`src/rtl/sdram_arbiter.sv`:
```
// sdram_arbiter: shares one SDRAM controller port between video line bursts, CPU and aux single-word accesses
// Ports: clk/reset (sync, active-high); vid_* burst requester (valid/rdata per word, done with last);
// cpu_*/aux_* single-word requesters (level req, ack pulse with rdata); mem_* controller command port.
module sdram_arbiter #(
  parameter int C_addr_bits = 24,
  parameter int C_data_bits = 16,
  parameter int C_burst_len = 8
) (
  input  logic                   clk,
  input  logic                   reset,
  input  logic                   vid_req,
  input  logic [C_addr_bits-1:0] vid_addr,
  output logic                   vid_valid,
  output logic [C_data_bits-1:0] vid_rdata,
  output logic                   vid_done,
  input  logic                   cpu_req,
  input  logic                   cpu_we,
  input  logic [C_addr_bits-1:0] cpu_addr,
  input  logic [C_data_bits-1:0] cpu_wdata,
  output logic                   cpu_ack,
  output logic [C_data_bits-1:0] cpu_rdata,
  input  logic                   aux_req,
  input  logic                   aux_we,
  input  logic [C_addr_bits-1:0] aux_addr,
  input  logic [C_data_bits-1:0] aux_wdata,
  output logic                   aux_ack,
  output logic [C_data_bits-1:0] aux_rdata,
  output logic                   mem_req,
  output logic                   mem_we,
  output logic [C_addr_bits-1:0] mem_addr,
  output logic [C_data_bits-1:0] mem_wdata,
  input  logic                   mem_ack,
  input  logic [C_data_bits-1:0] mem_rdata
);
  localparam int CW = $clog2(C_burst_len);
  localparam logic [CW-1:0] LAST = CW'(C_burst_len - 1);
  typedef enum logic [1:0] {IDLE, SINGLE, VBURST, GAP} state_t;
  state_t state, state_n;
  logic rr, vid_last, owner_aux;
  logic [CW-1:0] cnt;
  logic any_nv, pick_cpu, grant_vid, grant_nv, burst_end;
  // rr=0 points at CPU; vid_last forces one non-video access between bursts
  always_comb begin
    any_nv = cpu_req | aux_req;
    pick_cpu = cpu_req & (~aux_req | ~rr);
    grant_vid = vid_req & ~(vid_last & any_nv);
    grant_nv = ~grant_vid & any_nv;
    burst_end = mem_req & mem_ack & (cnt == LAST);
    state_n = (state == IDLE)   ? (grant_vid ? VBURST : grant_nv ? SINGLE : IDLE) :
              (state == SINGLE) ? ((mem_req & mem_ack) ? GAP : SINGLE) :
              (state == VBURST) ? (burst_end ? GAP : VBURST) : IDLE;
  end
  always_ff @(posedge clk) begin
    if (reset) begin
      state <= IDLE;
      rr <= 1'b0;
      vid_last <= 1'b0;
      owner_aux <= 1'b0;
      cnt <= '0;
      mem_req <= 1'b0;
      mem_we <= 1'b0;
      mem_addr <= '0;
      mem_wdata <= '0;
      cpu_ack <= 1'b0;
      aux_ack <= 1'b0;
      vid_valid <= 1'b0;
      vid_done <= 1'b0;
      cpu_rdata <= '0;
      aux_rdata <= '0;
      vid_rdata <= '0;
    end else begin
      state <= state_n;
      cpu_ack <= 1'b0;
      aux_ack <= 1'b0;
      vid_valid <= 1'b0;
      vid_done <= 1'b0;
      case (state)
        IDLE: begin
          if (grant_vid) begin
            mem_req <= 1'b1;
            mem_we <= 1'b0;
            mem_addr <= vid_addr;
            cnt <= '0;
          end else if (grant_nv) begin
            mem_req <= 1'b1;
            owner_aux <= ~pick_cpu;
            mem_we <= pick_cpu ? cpu_we : aux_we;
            mem_addr <= pick_cpu ? cpu_addr : aux_addr;
            mem_wdata <= pick_cpu ? cpu_wdata : aux_wdata;
            if (cpu_req & aux_req) rr <= ~rr;
          end
        end
        SINGLE: begin
          if (mem_ack) begin
            mem_req <= 1'b0;
            vid_last <= 1'b0;
            cpu_ack <= ~owner_aux;
            aux_ack <= owner_aux;
            if (~owner_aux & ~mem_we) cpu_rdata <= mem_rdata;
            if (owner_aux & ~mem_we) aux_rdata <= mem_rdata;
          end
        end
        VBURST: begin
          // each word: wait for ack, then one cycle with mem_req low before the next word
          if (~mem_req) mem_req <= 1'b1;
          else if (mem_ack) begin
            mem_req <= 1'b0;
            vid_valid <= 1'b1;
            vid_rdata <= mem_rdata;
            if (cnt == LAST) begin
              vid_done <= 1'b1;
              vid_last <= 1'b1;
              cnt <= '0;
            end else begin
              cnt <= cnt + 1'b1;
              mem_addr <= mem_addr + 1'b1;
            end
          end
        end
        default: ;
      endcase
    end
  end
endmodule
```
`config.mk`:
```
export PLATFORM = sky130hd
export DESIGN_NAME = sdram_arbiter
export DESIGN_NICKNAME = d
export VERILOG_FILES = /design/src/rtl/sdram_arbiter.sv
export SDC_FILE = /design/constraint.sdc
export NUM_CORES = 1
export LEC_CHECK = 0
export CAP_MARGIN = 20
export CORE_MARGIN = 1
export CORE_UTILIZATION = 42
export DETAILED_ROUTE_END_ITERATION = 8
export HOLD_SLACK_MARGIN = 0.03
export MAX_ROUTING_LAYER = met4
export PLACE_DENSITY = 0.85
export SLEW_MARGIN = 5
export SYNTH_ARGS = -nofsm -noshare
export SYNTH_HDL_FRONTEND = slang
export SYNTH_SLANG_ARGS = --single-unit
```
`constraint.sdc`:
```
create_clock -name clk -period 2.2 [get_ports clk]
set_input_delay 0.55 -clock clk [delete_from_list [all_inputs] [get_ports clk]]
set_output_delay 0.55 -clock clk [all_outputs]
set_load 0.02 [all_outputs]
```
### After elaboration in Yosys (flattened, before gate mapping)

Index checks and enable logic that the tools add are counted.

* logic and storage cells: 103
* register bits after elaboration: 102
* bits of input ports: 128

* equal/unequal tests: 10
* bitwise gates (word level): 22
* mux-type cells: 35
* add/subtract/negate cells: 2
* reduce and logical (&&, ||, !) cells: 18

Operators by type and width (count)
* 24-bit 2-to-1 mux: 6
* 24-bit one-hot mux with 2 select lines: 1
* 24-bit by 1-bit adder with 24-bit output (second input constant): 1
* 16-bit 2-to-1 mux: 1
* 1-bit 2-to-1 mux: 15
* 3-bit AND reduction: 5
* 3-bit 2-to-1 mux: 4
* 2-bit != test (second input constant): 6
* 1-bit inverter: 11
* 2-bit 2-to-1 mux: 5
* 5-bit AND reduction: 2
* 1-bit bitwise AND: 9
* 4-bit AND reduction: 2
* 3-bit one-hot mux with 2 select lines: 1
* 2-bit nonzero test: 3
* 3-bit OR reduction: 2
* 4-bit OR reduction: 1
* 3-bit by 1-bit adder with 3-bit output (second input constant): 1
* 3-bit equality test (second input constant): 1
* 3-bit != test (second input constant): 1
* 1-bit one-hot mux with 3 select lines: 1
* 3-bit nonzero test: 1
* 2-bit by 1-bit equality test with 1-bit output (second input constant): 1
* 2-bit equality test (second input constant): 1
* other kinds (4): 5

### Longest topological paths before layout

Gate-level depths: netlist of the first run.

* depth in word-level cells: 9
* gate-level depth with buffers: 8

### Worst setup path after synthesis of the first run

No wires, ideal clock.

* path kind: register to register
* start: register mem_addr[0]
* end: register mem_addr[20]
* arrival: 1.833 ns
* cell stages (with the launch flop): 7
* path slack: 0.286 ns
* library setup time: 0.081 ns
* cell sequence: dfxtp_1 -> ha_1 -> nand4_1 -> nor4_4 -> nand3_1 -> or3_1 -> a41oi_1

* cells in the longest elaborated chain, start to end: 5

RTL lines
* from (decl): RTL line 30 `output logic [C_addr_bits-1:0] mem_addr,`
* from (signal assigned): RTL line 82 `mem_addr <= vid_addr;`
* from (signal assigned): RTL line 88 `mem_addr <= pick_cpu ? cpu_addr : aux_addr;`
* from (signal assigned): RTL line 116 `mem_addr <= mem_addr + 1'b1;`
* 24-bit by 1-bit adder with 24-bit output: RTL line 116
* 24-bit 2-to-1 mux: RTL line 110 `if (cnt == LAST) begin`
* 24-bit 2-to-1 mux: RTL line 106 `else if (mem_ack) begin`
* 24-bit 2-to-1 mux: RTL line 105 `if (~mem_req) mem_req <= 1'b1;`
* 24-bit one-hot mux with 2 select lines: RTL line 77 `case (state)`

No other way between the ends. The select of a mux whose other input is x is not followed.
A chain may end at the register's enable or synchronous reset.

### Worst setup path in the final report of the first run

* start: input cpu_req
* end: register mem_addr[22]

* cells in the longest elaborated chain, start to end: 8

RTL lines
* from (decl): RTL line 16 `input logic cpu_req,`
* 1-bit OR: RTL line 44 `any_nv = cpu_req | aux_req;`
* 1-bit bitwise AND: RTL line 46 `grant_vid = vid_req & ~(vid_last & any_nv);`
* 1-bit inverter: RTL line 46
* 1-bit bitwise AND: RTL line 46
* 1-bit inverter (no line)
* 1-bit bitwise AND: RTL line 47 `grant_nv = ~grant_vid & any_nv;`
* 3-bit != test (no line)
* 5-bit AND reduction (no line)

Parallel ways exist; a longest one is shown, timed or not. The select of a mux whose other input is x is not followed.

==> impl_results.md, run 1 <==
* Outcome: finished, final reports clean
* M3 GR Usage at 4.446%
* Sequential cell area fraction in the yosys report at 41.30%
* Mapped Cells at 623
* Number of buffers added on ports at 221
* Leakage at 2.874 nW
* Reg-to-Reg Start: mem_addr[5]
* Tot Pwr at 5.045 mW
* Vias in the first global route at 5557
* Max Fclk at 465.9 MHz
* Post-layout min period at 2.146 ns
* GRT Overall Usage at 27.82%
* DRT iter0 DRCs at 337
* Setup ws final at 0.05383 ns
* I/O pin cnt at 222
* R2R depth at 6
* Initial Utilization at 43.12%
* Final wirelength at 16.42 mm
* Wire length per cell at 16.44 um
* Hold Crit Start: vid_rdata[4]
* Root buf cell: clkbuf_16
* #FFs+latches synth at 102
* Core area at 11470 um^2
* Rel. slew slack at 48.47%
* Htree depth at 3
* Post-CTS Hold Fix Bufs at 0
* Fin. Hold Viols at 0
* Final core occ at 68.85%
* # rows at 39
* Gr ovfl total at 0
* Post-synth EDFFs at 0
* Hold EP: vid_rdata[4]
* Ys flop type: dfxtp_1
* Reg2reg setup slack at 0.28 ns
* Ys async rst share at 0%
* Initial antenna violation count at 0
* Layout cell share with drive strength beyond 1 at 8.762%
* Nets at 982
* Distinct cells, synth at 58
* Largest net degree at the start of global routing at 43
* Maximum VDD drop at 0.3797 mV
* Crit path kind: in -> reg
* Reg-to-Reg End: mem_addr[13]
* Antenna fix cells at 0
* Maxcap violations at 0
* Fillers at 909
* Slew @ Worst Pin at 0.7729 ns
* GRT met2 Usage at 47.49%
* Clk buf depth at 2
* Setup-failing EPs final at 0
* Final worst path period share at 97.55%
* Via count at 5581
* Power density cells at 639.0 nW/um^2
* Worst Path Arrival at 2.37 ns
* 1st-pass router iterations at 5
* Vias/cell at 5.587
* Clock Skews at 0.008137 ns
* Syn avg cell area at 7.937 um^2
* Worst-path fanout max at 20
* Die width at 110.5 um
* Grt met1 use at 31.84%
* Clk slew on worst S/H paths at 0.07 ns
* Syn. warnings at 0
* Place WS at -0.3320 ns
* CP Launch Type: input port
* Area growth syn-to-layout at 59.67%
* Syn_nets at 754
* Multi-input gate area at 2726 um^2
* Die Height at 110.5 um
* First-pass GRT wire length at 27.01 mm
* Synthesized cell area at 4945 um^2
* Setup repair after global routing missed its margin: yes
* Hold path cells at 2
* Antenna Nets Post-Route at 0
* CP endpoint kind: flop
* Clk sink count at 102
* Worst endpoint required time at 2.42 ns
* FF+latch area at 2042 um^2
* Worst-Skew Late Latency at 0.35 ns
* CTS buffer count at 9
* Hold crit path type: reg -> reg
* Full die area at 12210 um^2
* Slew Viols, Final at 0
* Top Usage Layer GRT: met2
* CTS tree: done
* Final HPWL DP at 12.24 mm
* Drt drc at 0
* Setup TNS Final at 0 ns
* RD Place Congestion at 0.9223
-- worst max path at each step --
stage,slack (ns),depth (start not counted),endpoint,from
after global routing,-0.008,8,mem_addr[23],cpu_req
after CTS,0.02,8,mem_addr[22],cpu_req
after global placement,-0.32,6,mem_addr[23],aux_req
after detailed placement,-0.33,8,mem_addr[22],cpu_req
after floorplan,0.29,6,mem_addr[20],mem_addr[0]
final,0.05,8,mem_addr[22],cpu_req
-- area by class of cell --
| class | instances | area share, % |
|---|---|---|
| multi-input cells | 470 | 34.53 |
| repair buffers | 265 | 33.28 |
| flip-flops and latches | 102 | 25.86 |
| clock buffers | 9 | 2.853 |
| well taps | 143 | 2.266 |
| clock inverters | 7 | 1.062 |
| inverters | 3 | 0.1426 |
-- power breakdown --
| group | internal (mW) | total [mW] | switching, mW |
|---|---|---|---|
| clock network | 0.910 | 1.68 | 0.769 |
| registers | 1.96 | 2.09 | 0.128 |
| logic | 0.663 | 1.28 | 0.613 |
| total | 3.53 | 5.05 | 1.51 |
-- critical path: stages --
cell and delay (ns):
clkdlybuf4s50_1 0.50, buf_4 0.14, a21boi_4 0.28, buf_12 0.23, nor2b_1 0.07, a211oi_1 0.26
a2bb2oi_1 0.22, a31oi_1 0.10
-- flip-flops by register name, indices dropped and copies added, names as in the netlist --
register,count
state,2
mem_req,1
cnt,3
aux_ack,1
vid_valid,1
rr,1
cpu_ack,1
owner_aux,1
mem_we,1
vid_last,1
aux_rdata,16
vid_done,1
vid_rdata,16
mem_addr,24
mem_wdata,16
cpu_rdata,16
-- layer usage --
metal / wire (um) / vias to the layer above
met3: 951 / 42
li1: - / 2677
met2: 8351 / 245
met4: 531 / 0
met5: 0 / -
met1: 6588 / 2617
-- synthesized netlist by cell type, types with 2 or more instances --
| master | count | area [um^2] |
|---|---|---|
| a211oi_1 | 26 | 195.2 |
| a21oi_1 | 73 | 365.4 |
| a2bb2oi_1 | 3 | 26.28 |
| a311oi_1 | 3 | 26.28 |
| a31oi_1 | 7 | 43.79 |
| a41oi_1 | 3 | 26.28 |
| and2_1 | 4 | 25.02 |
| and3_1 | 2 | 12.51 |
| buf_1 | 2 | 7.510 |
| buf_2 | 9 | 45.04 |
| clkbuf_1 | 36 | 135.1 |
| dfxtp_1 | 102 | 2042 |
| ha_1 | 3 | 37.54 |
| inv_1 | 2 | 7.510 |
| mux2_1 | 2 | 22.52 |
| mux2i_1 | 38 | 380.4 |
| nand2_1 | 144 | 540.5 |
| nand2b_1 | 3 | 18.77 |
| nand3_1 | 16 | 80.08 |
| nand3_2 | 2 | 20.02 |
| nand3b_1 | 3 | 22.52 |
| nand4_1 | 5 | 31.28 |
| nor2_1 | 46 | 172.7 |
| nor2b_1 | 2 | 12.51 |
| nor3_1 | 11 | 55.05 |
| nor4_1 | 2 | 12.51 |
| nor4_4 | 2 | 42.54 |
| nor4b_1 | 2 | 17.52 |
| o2111ai_1 | 2 | 17.52 |
| o211ai_1 | 18 | 135.1 |
| o21ai_0 | 7 | 35.03 |
| o21ai_1 | 5 | 25.02 |
| o22ai_1 | 2 | 12.51 |
| o31a_1 | 2 | 17.52 |
| o31ai_1 | 2 | 15.01 |
| or3_1 | 9 | 56.30 |
| or4_1 | 2 | 15.01 |
-- placed cells by master (no fill, tap or decap), types with 3 or more instances in the layout --
cell,count
a211oi_1,26
a21oi_1,73
a311oi_1,3
a31oi_1,7
a41oi_1,3
and2_1,4
buf_12,7
buf_4,38
clkbuf_16,9
clkdlybuf4s50_1,220
dfxtp_1,102
ha_1,3
inv_6,3
mux2i_1,38
nand2_1,144
nand2b_1,3
nand3_1,16
nand3b_1,3
nand4_1,5
nor2_1,45
nor3_1,9
o211ai_1,18
o21ai_0,7
o21ai_1,5
or3_1,9
-- cell families (layout without fill, tap and decap cells) --
kind of cell	after synthesis	in the layout	share of synthesized area, %
AO/OA/AOI/OAI	162	162	20.70
XOR/XNOR	1	1	0.1772
adder cells (fa/ha/maj)	3	3	0.7592
buffers and inverters	51	284	4.175
flip-flops	102	102	41.30
multiplexers	40	40	8.148
AND/OR/NAND/NOR	264	264	24.75
-- what timing repair did --
| item | CTS | global route |
|---|---|---|
| endpoints found under the setup margin | 0 | 5 |
| resized for setup | 0 | 2 |
| hold endpoints to repair | 0 | 0 |
| buffers inserted | 0 | 2 |
-- metrics by stage --
stage                     instance area, um^2  cells  hold WS (ns)
after floorplan                          4945    623        0.4356
after global placement                   7564    981        0.4426
after detailed placement                 7564    981        0.4475
after CTS                                7873    997        0.4584
after global routing                     7895    999        0.4734
final                                    7895    999        0.4567
Note: power is estimated with default switching activity, not from simulation.
==> run 2: changes to the inputs <==
--- a/config.mk
+++ b/config.mk
@@ -7,11 +7,12 @@
 export LEC_CHECK = 0
 export CAP_MARGIN = 20
 export CORE_MARGIN = 1
-export CORE_UTILIZATION = 42
+export CORE_UTILIZATION = 45
 export DETAILED_ROUTE_END_ITERATION = 8
+export DONT_BUFFER_PORTS = 1
 export HOLD_SLACK_MARGIN = 0.03
 export MAX_ROUTING_LAYER = met4
-export PLACE_DENSITY = 0.85
+export PLACE_DENSITY = 0.64
 export SLEW_MARGIN = 5
 export SYNTH_ARGS = -nofsm -noshare
 export SYNTH_HDL_FRONTEND = slang
==> impl_results.md, run 2 (same netlist as run 1, synthesis figures left out) <==
* Initial antenna violation count at 0 (unchanged)
* # rows at 37 (-5.1%)
* Setup-failing EPs final at 0 (unchanged)
* I/O pin cnt at 222 (unchanged)
* Vias/cell at 5.823 (+4.2%)
* Outcome: finished, final reports clean
* Layout cell share with drive strength beyond 1 at 10.78% (+2.0 points)
* CTS buffer count at 9 (unchanged)
* RD Place Congestion at 0.8057 (-13%)
* Cells along the critical path: ha_1, nand4_1, nor4_4, buf_4, nand3_1, or3_1, a41oi_1
* Maxcap violations at 0 (unchanged)
* Final worst path period share at 90.21% (-7.3 points)
* Multi-input gate area at 2719 um^2 (-0.28%)
* CP max stage cell: dfxtp_1
* Core area at 10510 um^2 (-8.4%)
* Critical path's top delay family: simple AND/OR/NAND/NOR gates
* Initial Utilization at 47.05% (+3.9 points)
* GRT Overall Usage at 23.54% (-4.3 points)
* Rel. slew slack at 58.93% (+10 points)
* Post-layout min period at 1.985 ns (-0.1614 ns)
* Fillers at 1002 (+10%)
* Clk sink count at 102 (unchanged)
* DRT iter0 DRCs at 269 (-20%)
* CP endpoint kind: flop
* CTS tree: done
* Placed cell area at 5265 um^2 (-30%)
* Htree depth at 3 (unchanged)
* Slew @ Worst Pin at 0.6161 ns (-0.1569 ns)
* Tot Pwr at 4.048 mW (-20%)
* Maximum VDD drop at 0.3893 mV (+2.5%)
* Wire length per cell at 17.22 um (+4.7%)
* R2R depth at 7 (+1)
* Worst-Skew Late Latency at 0.37 ns (+0.02 ns)
* Commonest non-fill, non-tap cells in the layout: 144 x nand2_1, 102 x dfxtp_1, 73 x a21oi_1, 46 x nor2_1, 38 x mux2i_1
* Hold path cells at 1 (-1)
* Nets at 757 (-23%)
* Hold Slack at 0.2574 ns (-0.1993 ns)
* Worst path bufs/invs at 1 (-2)
* Fin. Hold Viols at 0 (unchanged)
* Clk slew on worst S/H paths at 0.10 ns (+0.03 ns)
* Leakage at 1.965 nW (-32%)
* 1st-pass router iterations at 5 (unchanged)
* Setup TNS Final at 0 ns (unchanged)
* CP Launch Type: flop
* Final wirelength at 13.20 mm (-20%)
* Antenna Nets Post-Route at 0 (unchanged)
* Root buf cell: clkbuf_8
* Number of buffers added on ports at 0 (-100%)
* Largest register FFs at 24 (unchanged)
* Gr ovfl total at 0 (unchanged)
* Top reg by flops: mem_addr
* Antenna fix cells at 0 (unchanged)
* Final HPWL DP at 9.571 mm (-22%)
* Drt drc at 0 (unchanged)
* Clock Skews at 0.01184 ns (+0.003702 ns)
* Full die area at 11410 um^2 (-6.5%)
* Die Height at 106.8 um (-3.3%)
* Hold crit path type: in -> reg
* Total stage count of the critical path at 7 (-1)
* Worst Path Arrival at 2.27 ns (-0.10 ns)
* Setup repair after global routing missed its margin: no
* Worst-path fanout max at 6 (-70%)
* Power density cells at 740.1 nW/um^2 (+16%)
* Via count at 4466 (-20%)
* Slew Viols, Final at 0 (unchanged)
* First-pass GRT wire length at 20.88 mm (-23%)
* Most common cell after layout, fill and taps aside: nand2_1
* Area growth syn-to-layout at 10.60%
* FF+latch area at 2042 um^2 (unchanged)
* Fin area at 5469 um^2 (-31%)
* Largest net degree at the start of global routing at 105 (+140%)
* Max Fclk at 503.8 MHz (+8.1%)
* Post-CTS Resized at 0 (unchanged)
* Crit path kind: reg -> reg
* Post-CTS setup buffer count at 0 (unchanged)
* Worst endpoint required time at 2.49 ns (+0.07 ns)
* Vias in the first global route at 4179 (-25%)
* Post-CTS Hold Fix Bufs at 0 (unchanged)
* Max incr delay on CP at 0.40 ns (-0.10 ns)
* Die width at 106.8 um (-3.3%)
* Clk buf depth at 2 (unchanged)
run 2: cell count changes in the layout (fill, tap and decap cells not counted), moves of 3 or more:
cell and change:
clkdlybuf4s50_1 -220, clkbuf_16 -9, clkbuf_8 +9, buf_12 -4
clkinv_4 +3, inv_6 -3
run 2: area by class of cell:
class,instances,share of cell area [%]
sequential,102,37.34
clock inverter,7,1.190
multi-input combinational,470,49.71
clock buffer,9,2.265
timing repair buffer,40,6.177
inverter,3,0.2059
tap,136,3.111
run 2: final timing paths:
path | slack (ns) | from | end
setup reg to reg | 0.22 | mem_addr[0] | mem_addr[20]
setup / recovery | 0.22 | mem_addr[0] | mem_addr[20]
hold / removal | 0.26 | reset | mem_addr[19]
hold reg to reg | 0.47 | cnt[2] | cnt[2]
run 2: layer usage:
metal  routed length (um)  vias up  track usage [%]
met3                  975       11            5.897
met5                    0        -                -
met4                  127        0            6.262
met1                 5798     2071            29.32
met2                 6304      159            38.02
li1                     -     2225                -
run 2: through the flow:
step           setup WS (ns)  cells  util, %
2_1_floorplan         0.2863    623        -
3_3_place_gp          0.3078    749    50.10
3_5_place_dp          0.2257    749    50.10
4_1_cts               0.1984    765    51.90
5_1_grt              0.03731    767    52.04
6_report              0.2153    767    52.04
run 2: power by group:
group | switching, mW | leakage [nW] | internal (mW)
Sequential | 0.188 | 0.833 | 1.96
Combinational | 0.429 | 1.03 | 0.313
Clock | 0.715 | 0.0991 | 0.440
Total | 1.33 | 1.97 | 2.72
